$ cat src/rtl/instr_fetch_unit_pkg.sv
// Shared types and field positions for the instruction fetch unit.
package ifu_pkg;

    typedef enum logic [1:0] {
        FETCH_HI = 2'd0,
        FETCH_LO = 2'd1,
        HOLD     = 2'd2
    } fetch_state_t;

    localparam int INSTR_W     = 16;
    localparam int OPCODE_MSB  = 15;
    localparam int OPCODE_LSB  = 12;
    localparam int FIELDA_MSB  = 11;
    localparam int FIELDA_LSB  = 8;
    localparam int OPERAND_MSB = 7;
    localparam int OPERAND_LSB = 0;

endpackage

$ cat src/rtl/instr_fetch_unit_if.sv
// Bundle of the program-memory beat bus, the instruction valid/take handshake
// and the redirect port. The fetch unit is the master; memory plus consumer
// sit on the slave side.
interface instr_fetch_unit_if #(
    parameter int ADDR_W = 8
);
    logic [ADDR_W-1:0] mem_addr;
    logic              mem_req;
    logic              mem_ack;
    logic [7:0]        mem_rdata;
    logic              instr_valid;
    logic              instr_take;
    logic [3:0]        opcode;
    logic [3:0]        field_a;
    logic [7:0]        operand;
    logic [ADDR_W-1:0] instr_pc;
    logic              redirect;
    logic [ADDR_W-1:0] redirect_addr;

    modport master (
        output mem_addr, mem_req,
        input  mem_ack, mem_rdata,
        output instr_valid, opcode, field_a, operand, instr_pc,
        input  instr_take, redirect, redirect_addr
    );

    modport slave (
        input  mem_addr, mem_req,
        output mem_ack, mem_rdata,
        input  instr_valid, opcode, field_a, operand, instr_pc,
        output instr_take, redirect, redirect_addr
    );
endinterface

$ cat src/rtl/instr_fetch_unit_instr_slot.sv
// One instruction slot: 16-bit instruction word, its fetch address and a
// valid bit. Load takes priority over clear so a slot can be refilled in the
// same cycle its previous contents are consumed.
module ifu_instr_slot
    import ifu_pkg::*;
#(
    parameter int ADDR_W = 8
) (
    input  logic               clk,
    input  logic               reset,
    input  logic               load,
    input  logic               clear,
    input  logic [INSTR_W-1:0] load_ir,
    input  logic [ADDR_W-1:0]  load_pc,
    output logic [INSTR_W-1:0] ir,
    output logic [ADDR_W-1:0]  pc,
    output logic               valid
);

    // Slot contents; clearing only drops valid so the fields stay quiet.
    always_ff @(posedge clk) begin
        if (reset) begin
            ir    <= '0;
            pc    <= '0;
            valid <= 1'b0;
        end else if (load) begin
            ir    <= load_ir;
            pc    <= load_pc;
            valid <= 1'b1;
        end else if (clear) begin
            valid <= 1'b0;
        end
    end

endmodule

$ cat src/rtl/instr_fetch_unit.sv
// Fetch stage: owns the PC and reads each 16-bit instruction as two byte
// beats (high byte at PC, low byte at PC+1), presenting decoded fields with
// a valid/take handshake. Redirect flushes and restarts fetching.
// Optional macro IFU_PREFETCH_EN adds a one-entry prefetch buffer so the
// unit keeps fetching while an instruction is held.
module instr_fetch_unit
    import ifu_pkg::*;
#(
    parameter int              ADDR_W   = 8,
    parameter logic [ADDR_W-1:0] RESET_PC = '0
) (
    input  logic               clk,
    input  logic               reset,
    instr_fetch_unit_if.master bus
);

    fetch_state_t       state, state_next;
    logic [ADDR_W-1:0]  fetch_pc, fetch_pc_next;
    logic [7:0]         hi_byte;
    logic               hi_capture;
    logic               beat;
    logic               take_ok;
    logic [INSTR_W-1:0] new_instr;

    logic               ir_load, ir_clear, ir_valid;
    logic [INSTR_W-1:0] ir_load_data, ir_q;
    logic [ADDR_W-1:0]  ir_load_pc, ir_pc;

`ifdef IFU_PREFETCH_EN
    logic               buf_load, buf_clear, buf_valid;
    logic [INSTR_W-1:0] buf_q;
    logic [ADDR_W-1:0]  buf_pc;
`endif

    assign beat      = bus.mem_req && bus.mem_ack;
    assign take_ok   = bus.instr_take && ir_valid;
    assign new_instr = {hi_byte, bus.mem_rdata};

    assign bus.mem_req  = !reset && (state != HOLD);
    assign bus.mem_addr = (state == FETCH_LO) ? fetch_pc + 1'b1 : fetch_pc;

    // State register, fetch PC and the captured high byte.
    always_ff @(posedge clk) begin
        if (reset) begin
            state    <= FETCH_HI;
            fetch_pc <= RESET_PC;
            hi_byte  <= '0;
        end else begin
            state    <= state_next;
            fetch_pc <= fetch_pc_next;
            if (hi_capture) begin
                hi_byte <= bus.mem_rdata;
            end
        end
    end

    // Next-state and slot control; redirect overrides everything at the end.
    always_comb begin
        state_next    = state;
        fetch_pc_next = fetch_pc;
        hi_capture    = 1'b0;
        ir_load       = 1'b0;
        ir_clear      = 1'b0;
        ir_load_data  = new_instr;
        ir_load_pc    = fetch_pc;
`ifdef IFU_PREFETCH_EN
        buf_load      = 1'b0;
        buf_clear     = 1'b0;
`endif
        case (state)
            FETCH_HI: begin
`ifdef IFU_PREFETCH_EN
                ir_clear = take_ok;
`endif
                if (beat) begin
                    hi_capture = 1'b1;
                    state_next = FETCH_LO;
                end
            end
            FETCH_LO: begin
`ifdef IFU_PREFETCH_EN
                ir_clear = take_ok;
`endif
                if (beat) begin
                    fetch_pc_next = fetch_pc + ADDR_W'(2);
`ifdef IFU_PREFETCH_EN
                    if (!ir_valid || take_ok) begin
                        ir_load    = 1'b1;
                        state_next = FETCH_HI;
                    end else begin
                        buf_load   = 1'b1;
                        state_next = HOLD;
                    end
`else
                    ir_load    = 1'b1;
                    state_next = HOLD;
`endif
                end
            end
            HOLD: begin
                if (take_ok) begin
`ifdef IFU_PREFETCH_EN
                    ir_load      = 1'b1;
                    ir_load_data = buf_q;
                    ir_load_pc   = buf_pc;
                    buf_clear    = 1'b1;
`else
                    ir_clear     = 1'b1;
`endif
                    state_next = FETCH_HI;
                end
            end
            default: state_next = FETCH_HI;
        endcase

        if (bus.redirect) begin
            state_next    = FETCH_HI;
            fetch_pc_next = bus.redirect_addr;
            hi_capture    = 1'b0;
            ir_load       = 1'b0;
            ir_clear      = 1'b1;
`ifdef IFU_PREFETCH_EN
            buf_load      = 1'b0;
            buf_clear     = 1'b1;
`endif
        end
    end

    ifu_instr_slot #(.ADDR_W(ADDR_W)) u_ir_slot (
        .clk     (clk),
        .reset   (reset),
        .load    (ir_load),
        .clear   (ir_clear),
        .load_ir (ir_load_data),
        .load_pc (ir_load_pc),
        .ir      (ir_q),
        .pc      (ir_pc),
        .valid   (ir_valid)
    );

`ifdef IFU_PREFETCH_EN
    ifu_instr_slot #(.ADDR_W(ADDR_W)) u_buf_slot (
        .clk     (clk),
        .reset   (reset),
        .load    (buf_load),
        .clear   (buf_clear),
        .load_ir (new_instr),
        .load_pc (fetch_pc),
        .ir      (buf_q),
        .pc      (buf_pc),
        .valid   (buf_valid)
    );
`endif

    assign bus.instr_valid = ir_valid;
    assign bus.opcode      = ir_q[OPCODE_MSB:OPCODE_LSB];
    assign bus.field_a     = ir_q[FIELDA_MSB:FIELDA_LSB];
    assign bus.operand     = ir_q[OPERAND_MSB:OPERAND_LSB];
    assign bus.instr_pc    = ir_pc;

endmodule

$ cat src/flat_wrapper.sv
// flat-port wrapper written by rule: the top's interface ports become plain ports
module instr_fetch_unit_flat import ifu_pkg::*;
#(
    parameter int              ADDR_W   = 8,
    parameter logic [ADDR_W-1:0] RESET_PC = '0
)
  (clk, reset, bus_mem_addr, bus_mem_req, bus_mem_ack, bus_mem_rdata, bus_instr_valid, bus_opcode, bus_field_a, bus_operand, bus_instr_pc, bus_instr_take, bus_redirect, bus_redirect_addr);
  instr_fetch_unit_if #(.ADDR_W(ADDR_W)) bus_i ();
  input  logic clk;
  input  logic reset;
  output wire logic [$bits(bus_i.mem_addr)-1:0] bus_mem_addr;
  output wire logic [$bits(bus_i.mem_req)-1:0] bus_mem_req;
  input wire logic [$bits(bus_i.mem_ack)-1:0] bus_mem_ack;
  input wire logic [$bits(bus_i.mem_rdata)-1:0] bus_mem_rdata;
  output wire logic [$bits(bus_i.instr_valid)-1:0] bus_instr_valid;
  output wire logic [$bits(bus_i.opcode)-1:0] bus_opcode;
  output wire logic [$bits(bus_i.field_a)-1:0] bus_field_a;
  output wire logic [$bits(bus_i.operand)-1:0] bus_operand;
  output wire logic [$bits(bus_i.instr_pc)-1:0] bus_instr_pc;
  input wire logic [$bits(bus_i.instr_take)-1:0] bus_instr_take;
  input wire logic [$bits(bus_i.redirect)-1:0] bus_redirect;
  input wire logic [$bits(bus_i.redirect_addr)-1:0] bus_redirect_addr;
  assign bus_mem_addr = bus_i.mem_addr;
  assign bus_mem_req = bus_i.mem_req;
  assign bus_i.mem_ack = bus_mem_ack;
  assign bus_i.mem_rdata = bus_mem_rdata;
  assign bus_instr_valid = bus_i.instr_valid;
  assign bus_opcode = bus_i.opcode;
  assign bus_field_a = bus_i.field_a;
  assign bus_operand = bus_i.operand;
  assign bus_instr_pc = bus_i.instr_pc;
  assign bus_i.instr_take = bus_instr_take;
  assign bus_i.redirect = bus_redirect;
  assign bus_i.redirect_addr = bus_redirect_addr;
  instr_fetch_unit #(.ADDR_W(ADDR_W), .RESET_PC(RESET_PC)) u_core (.clk(clk), .reset(reset), .bus(bus_i));
endmodule
$ cat config.mk
export PLATFORM = sky130hd
export DESIGN_NAME = instr_fetch_unit_flat
export DESIGN_NICKNAME = d
export VERILOG_FILES = /design/src/rtl/instr_fetch_unit_pkg.sv /design/src/rtl/instr_fetch_unit_if.sv /design/src/rtl/instr_fetch_unit_instr_slot.sv /design/src/rtl/instr_fetch_unit.sv /design/src/flat_wrapper.sv
export SDC_FILE = /design/constraint.sdc
export NUM_CORES = 1
export LEC_CHECK = 0
export ABC_AREA = 1
export CAP_MARGIN = 25
export CORE_MARGIN = 3
export CORE_UTILIZATION = 28
export CTS_BUF_LIST = sky130_fd_sc_hd__clkbuf_8
export DETAILED_ROUTE_END_ITERATION = 12
export PLACE_DENSITY = 0.56
export SLEW_MARGIN = 20
export SYNTH_ARGS = -nofsm -noshare
export SYNTH_HDL_FRONTEND = slang
export SYNTH_SLANG_ARGS = --single-unit
$ cat constraint.sdc
create_clock -name clk -period 1.9 [get_ports clk]
set_clock_uncertainty 0.05 [all_clocks]
set_input_delay 0.38 -clock clk [delete_from_list [all_inputs] [get_ports clk]]
set_output_delay 0.38 -clock clk [all_outputs]
set_load 0.05 [all_outputs]
**Yosys cells after proc, flatten, opt, wreduce, memory -nomap -nowiden**

Index checks and enable logic that the tools add are counted.
W data, S select, Z words.

- Output and inout bits: 34
- Input bits: 21
- Flip-flop bits (word level): 43
- Logic and storage cells: 43

- Multiplexer cells: 18
- Reduce and logical (&&, ||, !) cells: 11
- Eq/ne operators: 6
- Add/subtract/negate cells: 2

Operator list:

| cell | number |
|---|---|
| $mux W8 | 4 |
| $mux W1 | 10 |
| $add A8 B1 Y8 const B | 1 |
| $add A8 B2 Y8 const B | 1 |
| $mux W2 | 3 |
| $ne A2 B1 Y1 const B | 3 |
| $pmux W2 S3 | 1 |
| $reduce_bool A2 Y1 | 3 |
| $logic_and A1 B1 Y1 | 3 |
| $reduce_and A3 Y1 | 1 |
| $eq A2 B1 Y1 const B | 1 |
| $eq A2 B2 Y1 const B | 1 |
| $logic_not A2 Y1 | 1 |
| $ne A2 B2 Y1 const B | 1 |
| $reduce_and A2 Y1 | 1 |
| $reduce_or A2 Y1 | 1 |
| $logic_not A1 Y1 | 1 |

**Depth between registers and ports, before layout**

Gate-level depths: netlist of run 1.

- Depth after elaboration: 7
- Gate-level depth with buffers: 8

**By module**

From an unflattened synthesis of run 1, not the netlist that was laid out.

- Cell total of the unflattened synthesis: 256
- Area total of the unflattened synthesis: 1899.3 um2

By module, submodules not included:

| module | area each (um2) | seq. area each (um2) | times used | cells an instance |
|---|---|---|---|---|
| instr_fetch_unit | 1031.0 | 360.3 | 1 | 148 |
| ifu_instr_slot | 868.3 | 500.5 | 1 | 108 |

**Least setup slack after synthesis of run 1**

Ideal clock, no wire load.

- Kind: register to output
- Start point: register u_core.state[0]
- End point: output port bus_mem_addr[5]
- Buffers on the path: 0
- Slack: -308 ps
- Arrival: 1778 ps
- Required time: 1470 ps
- Stages on the path, launching flop included: 5
- Path through: dfxtp_1 > inv_2 > nor2_2 > and2_1 > o21ai_0

- Cells in the longest elaborated chain, start to end: 2

RTL lines:

| element | line | text |
|---|---|---|
| start: declaration | instr_fetch_unit.sv:17 | `fetch_state_t state, state_next;` |
| start signal: assignment | instr_fetch_unit.sv:49 | `state <= state_next;` |
| $eq A2 B1 Y1 | instr_fetch_unit.sv:40 | `assign bus.mem_addr = (state == FETCH_LO) ? fetch_pc + 1'b1 : fetch_pc;` |
| $mux W8 | instr_fetch_unit.sv:40 |  |
| end: declaration | flat_wrapper.sv:11 | `output wire logic [$bits(bus_i.mem_addr)-1:0] bus_mem_addr;` |

Every way passes these cells.

**Worst setup path in the final report of run 1**

- Start point: register u_core.state[1]
- End point: output port bus_mem_addr[5]

The elaborated chain is that of the path after synthesis.

==> results of run 1 <==
-- cell families after synthesis --
group	after synthesis	share of synthesized area (%)
adder cells (fa/ha/maj)	2	1.30
XOR/XNOR	4	1.82
buffers and inverters	37	8.12
AND/OR/NAND/NOR	152	33.2
flip-flops	43	44.7
AO/OA/AOI/OAI	42	10.9
-- power by group through the flow --
stage / registers (mW) / clock network (mW) / logic, mW
floorplan: 0.979 / 0 / 0.156
global placement: 0.964 / 0 / 0.339
detailed placement: 0.965 / 0 / 0.340
CTS: 0.947 / 0.622 / 0.357
global route: 0.951 / 0.651 / 0.395
finish: 0.948 / 0.601 / 0.360
-- worst register-to-register path, delay by kind of cell (launching register included) --
family | cells | cell delay [ns]
simple gates | 4 | 0.45
fa+ha+maj | 1 | 0.17
compound gates | 1 | 0.06
flops | 1 | 0.37
buf+inv | 1 | 0.15
-- worst max-delay path by stage --
stage,to,startpoint,slack [ns]
2_1_floorplan,bus_mem_addr[5],u_core.state[0]$_SDFFE_PP0P_,-0.31
3_3_place_gp,u_core.u_ir_slot.ir[7]$_SDFFE_PP0P_,bus_mem_ack,0.1
3_5_place_dp,u_core.u_ir_slot.pc[4]$_SDFFE_PP0P_,bus_mem_ack,0.04
4_1_cts,bus_mem_addr[4],u_core.state[0]$_SDFFE_PP0P_,-0.04
5_1_grt,bus_mem_addr[4],u_core.fetch_pc[1]$_SDFFE_PP0P_,-0.09
6_report,bus_mem_addr[5],u_core.state[1]$_SDFFE_PP0P_,-0.02
-- repair_timing --
item,in CTS,in global routing
setup buffers,3,0
endpoints found under the setup margin,5,10
resized for setup,29,9
pin swaps,5,4
-- layer usage --
layer  vias up  share of wire, %  global-route usage (%)
li1       1017                 -                       -
met1       853                50                    18.6
met4         0              0.97                    3.65
met5         -                 0                       0
met2        42                46                    21.2
met3         5               3.9                    2.30
-- state kept, by name (all words and copies together) (netlist names) --
register,cells
u_core.u_ir_slot.ir,16
u_core.fetch_pc,8
u_core.hi_byte,8
u_core.u_ir_slot.pc,8
u_core.state,2
u_core.u_ir_slot.valid,1
-- cell type report --
| cell class | count | area, sq um |
|---|---|---|
| inverter | 25 | 93.8 |
| clock inverter | 3 | 23.8 |
| tap | 77 | 96.3 |
| fill | 661 | 3480 |
| timing repair buffer | 78 | 793 |
| sequential | 43 | 870 |
| multi-input combinational | 200 | 1070 |
| clock buffer | 5 | 68.8 |
-- cells in the mapped netlist --
master | count | area share (%)
or2_2 | 1 | 0.32
ha_1 | 2 | 1.3
clkbuf_1 | 4 | 0.78
nand4_1 | 1 | 0.32
nor2_1 | 73 | 14
buf_2 | 4 | 1.0
and2_1 | 1 | 0.32
nand3_1 | 10 | 2.6
inv_2 | 4 | 0.78
nor2_2 | 1 | 0.32
buf_6 | 1 | 0.58
xnor2_1 | 1 | 0.45
nand2_1 | 60 | 12
nand3_2 | 1 | 0.52
dfxtp_1 | 43 | 45
nor3_4 | 1 | 0.84
nor2_4 | 1 | 0.58
a21oi_1 | 9 | 2.3
o21ai_0 | 33 | 8.6
clkbuf_2 | 1 | 0.26
inv_1 | 21 | 4.1
nand4_4 | 1 | 1.1
nand2_2 | 1 | 0.32
buf_4 | 1 | 0.39
buf_1 | 1 | 0.19
xor2_1 | 3 | 1.4
-- stage by stage --
stage	hold slack [ns]	std cells	cell area [sq um]	util (%)	worst slack (ns)
after floorplan	0.399	280	1970	-	-0.308
after global placement	0.415	420	2750	42.3	0.0997
after detailed placement	0.422	420	2750	42.3	0.0376
after CTS	0.440	431	2980	45.9	-0.0428
after global routing	0.459	431	3020	46.5	-0.0908
final	0.435	431	3020	46.5	-0.0245
-- cell usage in the layout, fill, tap and decap left out, types with 5 or more instances in the layout --
master           synthesis  layout
a21oi_1                  9       9
buf_12                   0      11
buf_4                    1      42
clkbuf_8                 0       5
clkdlybuf4s50_1          0      21
dfxtp_1                 43      38
inv_1                   21      21
nand2_1                 60      53
nand2_2                  1       6
nand3_1                 10       9
nor2_1                  73      72
o21ai_0                 33      30
==> impl_metrics.py, run 1 <==
metrics = {
    "setup_path": {
        "r2r-end": "u_core.fetch_pc[3]$_SDFFE_PP0P_",
        "cp-end-kind": "output pin",
        "rrSetupSlack_ns": 0.55,
        "rr_startpoint": "u_core.fetch_pc[1]$_SDFFE_PP0P_",
        "r2r_cells": 7,
        "cp_max_fo": 5,
        "crit_arrival_ns": 1.49,
        "worstPathRequired_ns": 1.47,
        "cp_top_family": "simple AND/OR/NAND/NOR gates",
        "critPathLaunchType": "flip-flop",
        "crit_cells": 6,
        "max_stage_delay_ns": 0.36,
        "crit_buf_inv": 2,
        "path_cells": "nor2_4 > and2_4 > buf_12 > nand2_2 > o21ai_2 > buf_12",
        "cp_slowest_cell": "dfxtp_1",
        "worst_path_most_repeated_cell": "buf_12",
        "crit_type": "flip-flop to output pin",
    },
    "clock_tree": {
        "cts.sinks": 43,
        "cts.htree.levels": 2,
        "clock_latency_ns": 0.29,
        "ctsHoldBuffers": 0,
        "cts_root_buf": "clkbuf_8",
        "cts_tree": "yes",
        "clk_pin_slew_ns": 0.09,
        "cts_buffer_depth": 2,
        "cts_made_buffers": 5,
    },
    "worst_hold_path": {
        "hold_end": "u_core.u_ir_slot.valid$_SDFFE_PP0P_",
        "worstHoldStart": "u_core.u_ir_slot.valid$_SDFFE_PP0P_",
        "min_path_cells": 2,
        "hp-class": "flip-flop to flip-flop",
    },
    "synthesis": {
        "avgSynthCellArea_sq_um": 6.88,
        "synthesis.nets": 303,
        "yosysSeqAreaShare_pct": 44.7,
        "syn_area_sq_mm": 0.00193,
        "synth_cells": 280,
        "ys_ff_latch": 43,
        "synth_warnings": 0,
        "synth_cell_types": 26,
    },
    "route": {
        "firstDrtPassIters": 4,
        "drtAntennaViolNets": 0,
        "wl_um": 5060,
        "avgViaCountPerCell": 4.45,
        "vias": 1917,
        "drc": 0,
        "drt-initial-drc-count": 98,
        "wl_per_cell_um": 11.7,
    },
    "floorplan": {
        "start_util_pct": 29.7,
        "fp-row-count": 29,
        "ios": 55,
        "die_x_um": 89.0,
        "fp.dieArea_sq_mm": 0.00791,
        "die_h_um": 89.0,
        "core_sq_mm": 0.00649,
    },
    "layout": {
        "nNetsFinal": 376,
        "diodes": 0,
        "layout-drive-gt1-share_pct": 27.4,
        "area_growth_syn_to_layout_pct": 56.6,
    },
    "placement": {
        "port-buffer-count": 54,
        "routabilityCongestion": 0.761,
        "hpwl_um": 3630,
    },
    "power_and_ir_drop": {
        "p_clk_share_pct": 31.5,
        "p_leak_nw": 1.44,
        "power.switching_uw": 548,
        "power_density_mw_per_mm2": 632,
        "power.share.switching_pct": 28.7,
        "internal_power_mw": 1.36,
        "p_seq_share_pct": 49.7,
        "combPwrFrac_pct": 18.9,
        "total_power_mw": 1.91,
        "vdd_drop_max_uv": 316,
    },
    "timing": {
        "tns_ns": -0.0606,
        "slew_viol_final": 0,
        "finalCritPeriodShare_pct": 101,
        "slew-limit-headroom_pct": 66.7,
        "fmax_ghz": 0.520,
        "setup_violations": 4,
        "tightest_slew_ns": 0.499,
        "setup_ws_ns": -0.0245,
        "finalHoldViolations": 0,
        "period_minus_slack_ns": 1.92,
        "rsz0062_at_grt": "true",
    },
    "global_route": {
        "grt_use_total_pct": 13.3,
        "grt_pass1_vias": 1801,
        "gr-total-overflow": 0,
        "antenna_found_initial": 0,
        "grt_pass1_wl_um": 8250,
        "grt_max_degree": 24,
    },
    "status": {
        "violations": "negative setup slack",
        "outcome": "finished, violations left",
    },
    "run": {
        "maxCapViolCount": 0,
    },
}
Power figures use the tool's default switching activity.
==> run 2: changes to the inputs <==
TNS_END_PERCENT = 30   (was unset)
==> run 2 against run 1 <==
Compared with the run above:
- the run still ends with negative setup slack left
- non-clock buffer count shrank 2
- hold slack better by 0.0042 ns
- wire length rose by 3.4%
- highest routed layer unchanged
==> impl_metrics.py, run 2 (synthesis results as in run 1) <==
metrics = {
    "status": {
        "outcome": "finished, violations left",
        "violations": "negative setup slack",
    },
    "placement": {
        "port-buffer-count": 54,
        "hpwl_um": 3640,
        "routabilityCongestion": 0.838,
        "dp_slack_ns": 0.0403,
    },
    "setup_path": {
        "cp_max_fo": 5,
        "path_cells": "ha_4 > nand3_4 > nor2_2 > nand2_1 > nand2_1 > nand2_1 > o21ai_2 > buf_12",
        "worst_path_most_repeated_cell": "nand2_1",
        "crit_type": "flip-flop to output pin",
        "worstPathRequired_ns": 1.47,
        "max_stage_delay_ns": 0.39,
        "crit_arrival_ns": 1.49,
        "cp_slowest_cell": "dfxtp_4",
        "critPathLaunchType": "flip-flop",
        "cp-end-kind": "output pin",
        "cp_top_family": "flip-flops",
        "crit_buf_inv": 1,
    },
    "timing": {
        "slew-limit-headroom_pct": 66.7,
        "rsz0062_at_grt": "true",
        "period_minus_slack_ns": 1.92,
        "fmax_ghz": 0.521,
        "setup_ws_ns": -0.0195,
        "finalCritPeriodShare_pct": 101,
        "tightest_slew_ns": 0.499,
        "tns_ns": -0.0334,
        "setup_violations": 3,
        "finalHoldViolations": 0,
        "slew_viol_final": 0,
    },
    "layout": {
        "final_common_cell": "nor2_1",
        "layout-drive-gt1-share_pct": 25.3,
        "nNetsFinal": 374,
        "regMostFlops": "u_core.u_ir_slot.ir",
        "largest_register_ffs": 16,
        "final_cell_mix": "nor2_1, nand2_1, buf_4",
        "area_growth_syn_to_layout_pct": 50.6,
        "diodes": 0,
    },
    "floorplan": {
        "ios": 55,
        "die_h_um": 89.0,
        "die_x_um": 89.0,
        "core_sq_mm": 0.00649,
        "fp.dieArea_sq_mm": 0.00791,
        "fp-row-count": 29,
        "start_util_pct": 29.7,
    },
    "global_route": {
        "grt_use_total_pct": 14.0,
        "grt_pass1_wl_um": 8700,
        "grt_max_degree": 38,
        "grt_pass1_vias": 1893,
        "antenna_found_initial": 0,
        "gr-total-overflow": 0,
    },
    "route": {
        "drc": 0,
        "wl_per_cell_um": 12.2,
        "vias": 1896,
        "wl_um": 5230,
        "drt-initial-drc-count": 93,
        "drtAntennaViolNets": 0,
        "avgViaCountPerCell": 4.42,
        "firstDrtPassIters": 4,
    },
    "power_and_ir_drop": {
        "power_density_mw_per_mm2": 650,
        "p_leak_nw": 1.42,
        "vdd_drop_max_uv": 314,
    },
    "clock_tree": {
        "clock_latency_ns": 0.30,
        "cts.htree.levels": 2,
        "ctsHoldBuffers": 0,
        "cts_made_buffers": 5,
        "cts.sinks": 43,
        "cts_root_buf": "clkbuf_8",
        "cts_buffer_depth": 2,
        "cts_tree": "yes",
        "clk_pin_slew_ns": 0.09,
    },
    "run": {
        "maxCapViolCount": 0,
    },
    "worst_hold_path": {
        "hp-class": "flip-flop to flip-flop",
    },
}
run 2: cell count changes in the layout (fill, tap and decap cells not counted), sizes merged:
cell | previous run | this run
buf | 55 | 52
clkdlybuf4s50 | 21 | 20
clkinv | 0 | 2
clkinvlp | 2 | 1
dlymetal6s2s | 2 | 4
inv | 26 | 25
run 2: power breakdown:
group / switching, mW / leakage, nW / internal (mW)
Clock: 0.341 / 0.0443 / 0.263
Combinational: 0.180 / 1.02 / 0.153
Sequential: 0.0227 / 0.352 / 0.927
run 2: timing repair:
action / in CTS / in global routing
setup buffers: 1 / 5
pin swaps: 3 / 7
setup endpoints to repair: 6 / 10
resized for setup: 22 / 11
run 2: layout make-up:
class	instances	area, sq um
clock inverter	3	25.0
timing repair buffer	76	757
sequential	43	871
multi-input combinational	200	987
clock buffer	5	68.8
inverter	25	96.3
tap	77	96.3
fill	679	3590
run 2: path summary, 6_finish.rpt:
| path | slack (ns) | depth (start not counted) | to | from |
|---|---|---|---|---|
| max reg2reg | 0.53 | 8 | u_core.fetch_pc[7]$_SDFFE_PP0P_ | u_core.fetch_pc[1]$_SDFFE_PP0P_ |
| min | 0.44 | 2 | u_core.hi_byte[5]$_SDFFE_PP0P_ | u_core.hi_byte[5]$_SDFFE_PP0P_ |
| min reg2reg | 0.44 | 2 | u_core.hi_byte[5]$_SDFFE_PP0P_ | u_core.hi_byte[5]$_SDFFE_PP0P_ |
| max | -0.02 | 8 | bus_mem_addr[7] | u_core.fetch_pc[1]$_SDFFE_PP0P_ |
run 2: stage by stage:
step / cells / power, mW / instance area, sq um / util (%) / hold slack [ns]
final: 429 / 1.89 / 2900 / 44.7 / 0.440
after global routing: 429 / 1.99 / 2900 / 44.7 / 0.462
after CTS: 424 / 1.90 / 2830 / 43.6 / 0.440
after detailed placement: 415 / 1.28 / 2660 / 40.9 / 0.422
after global placement: 415 / 1.28 / 2660 / 40.9 / 0.414
after floorplan: 280 / 1.13 / 1930 / - / 0.399
run 2: metal layers:
| layer | global-route usage (%) | up-vias | wire (um) |
|---|---|---|---|
| met1 | 18.6 | 844 | 2500 |
| met5 | 0 | - | 0 |
| li1 | - | 1012 | - |
| met4 | 4.33 | 0 | 61 |
| met2 | 22.7 | 33 | 2460 |
| met3 | 3.23 | 7 | 212 |
run 2: worst register-to-register path: cells and delay by family, from the launching register on:
family	cells	cell delay [ns]
DFF	1	0.39
buffers and inverters	2	0.26
and+or+nand+nor	3	0.23
AOI/OAI and AO/OA	2	0.20
adders and majority gates	1	0.15
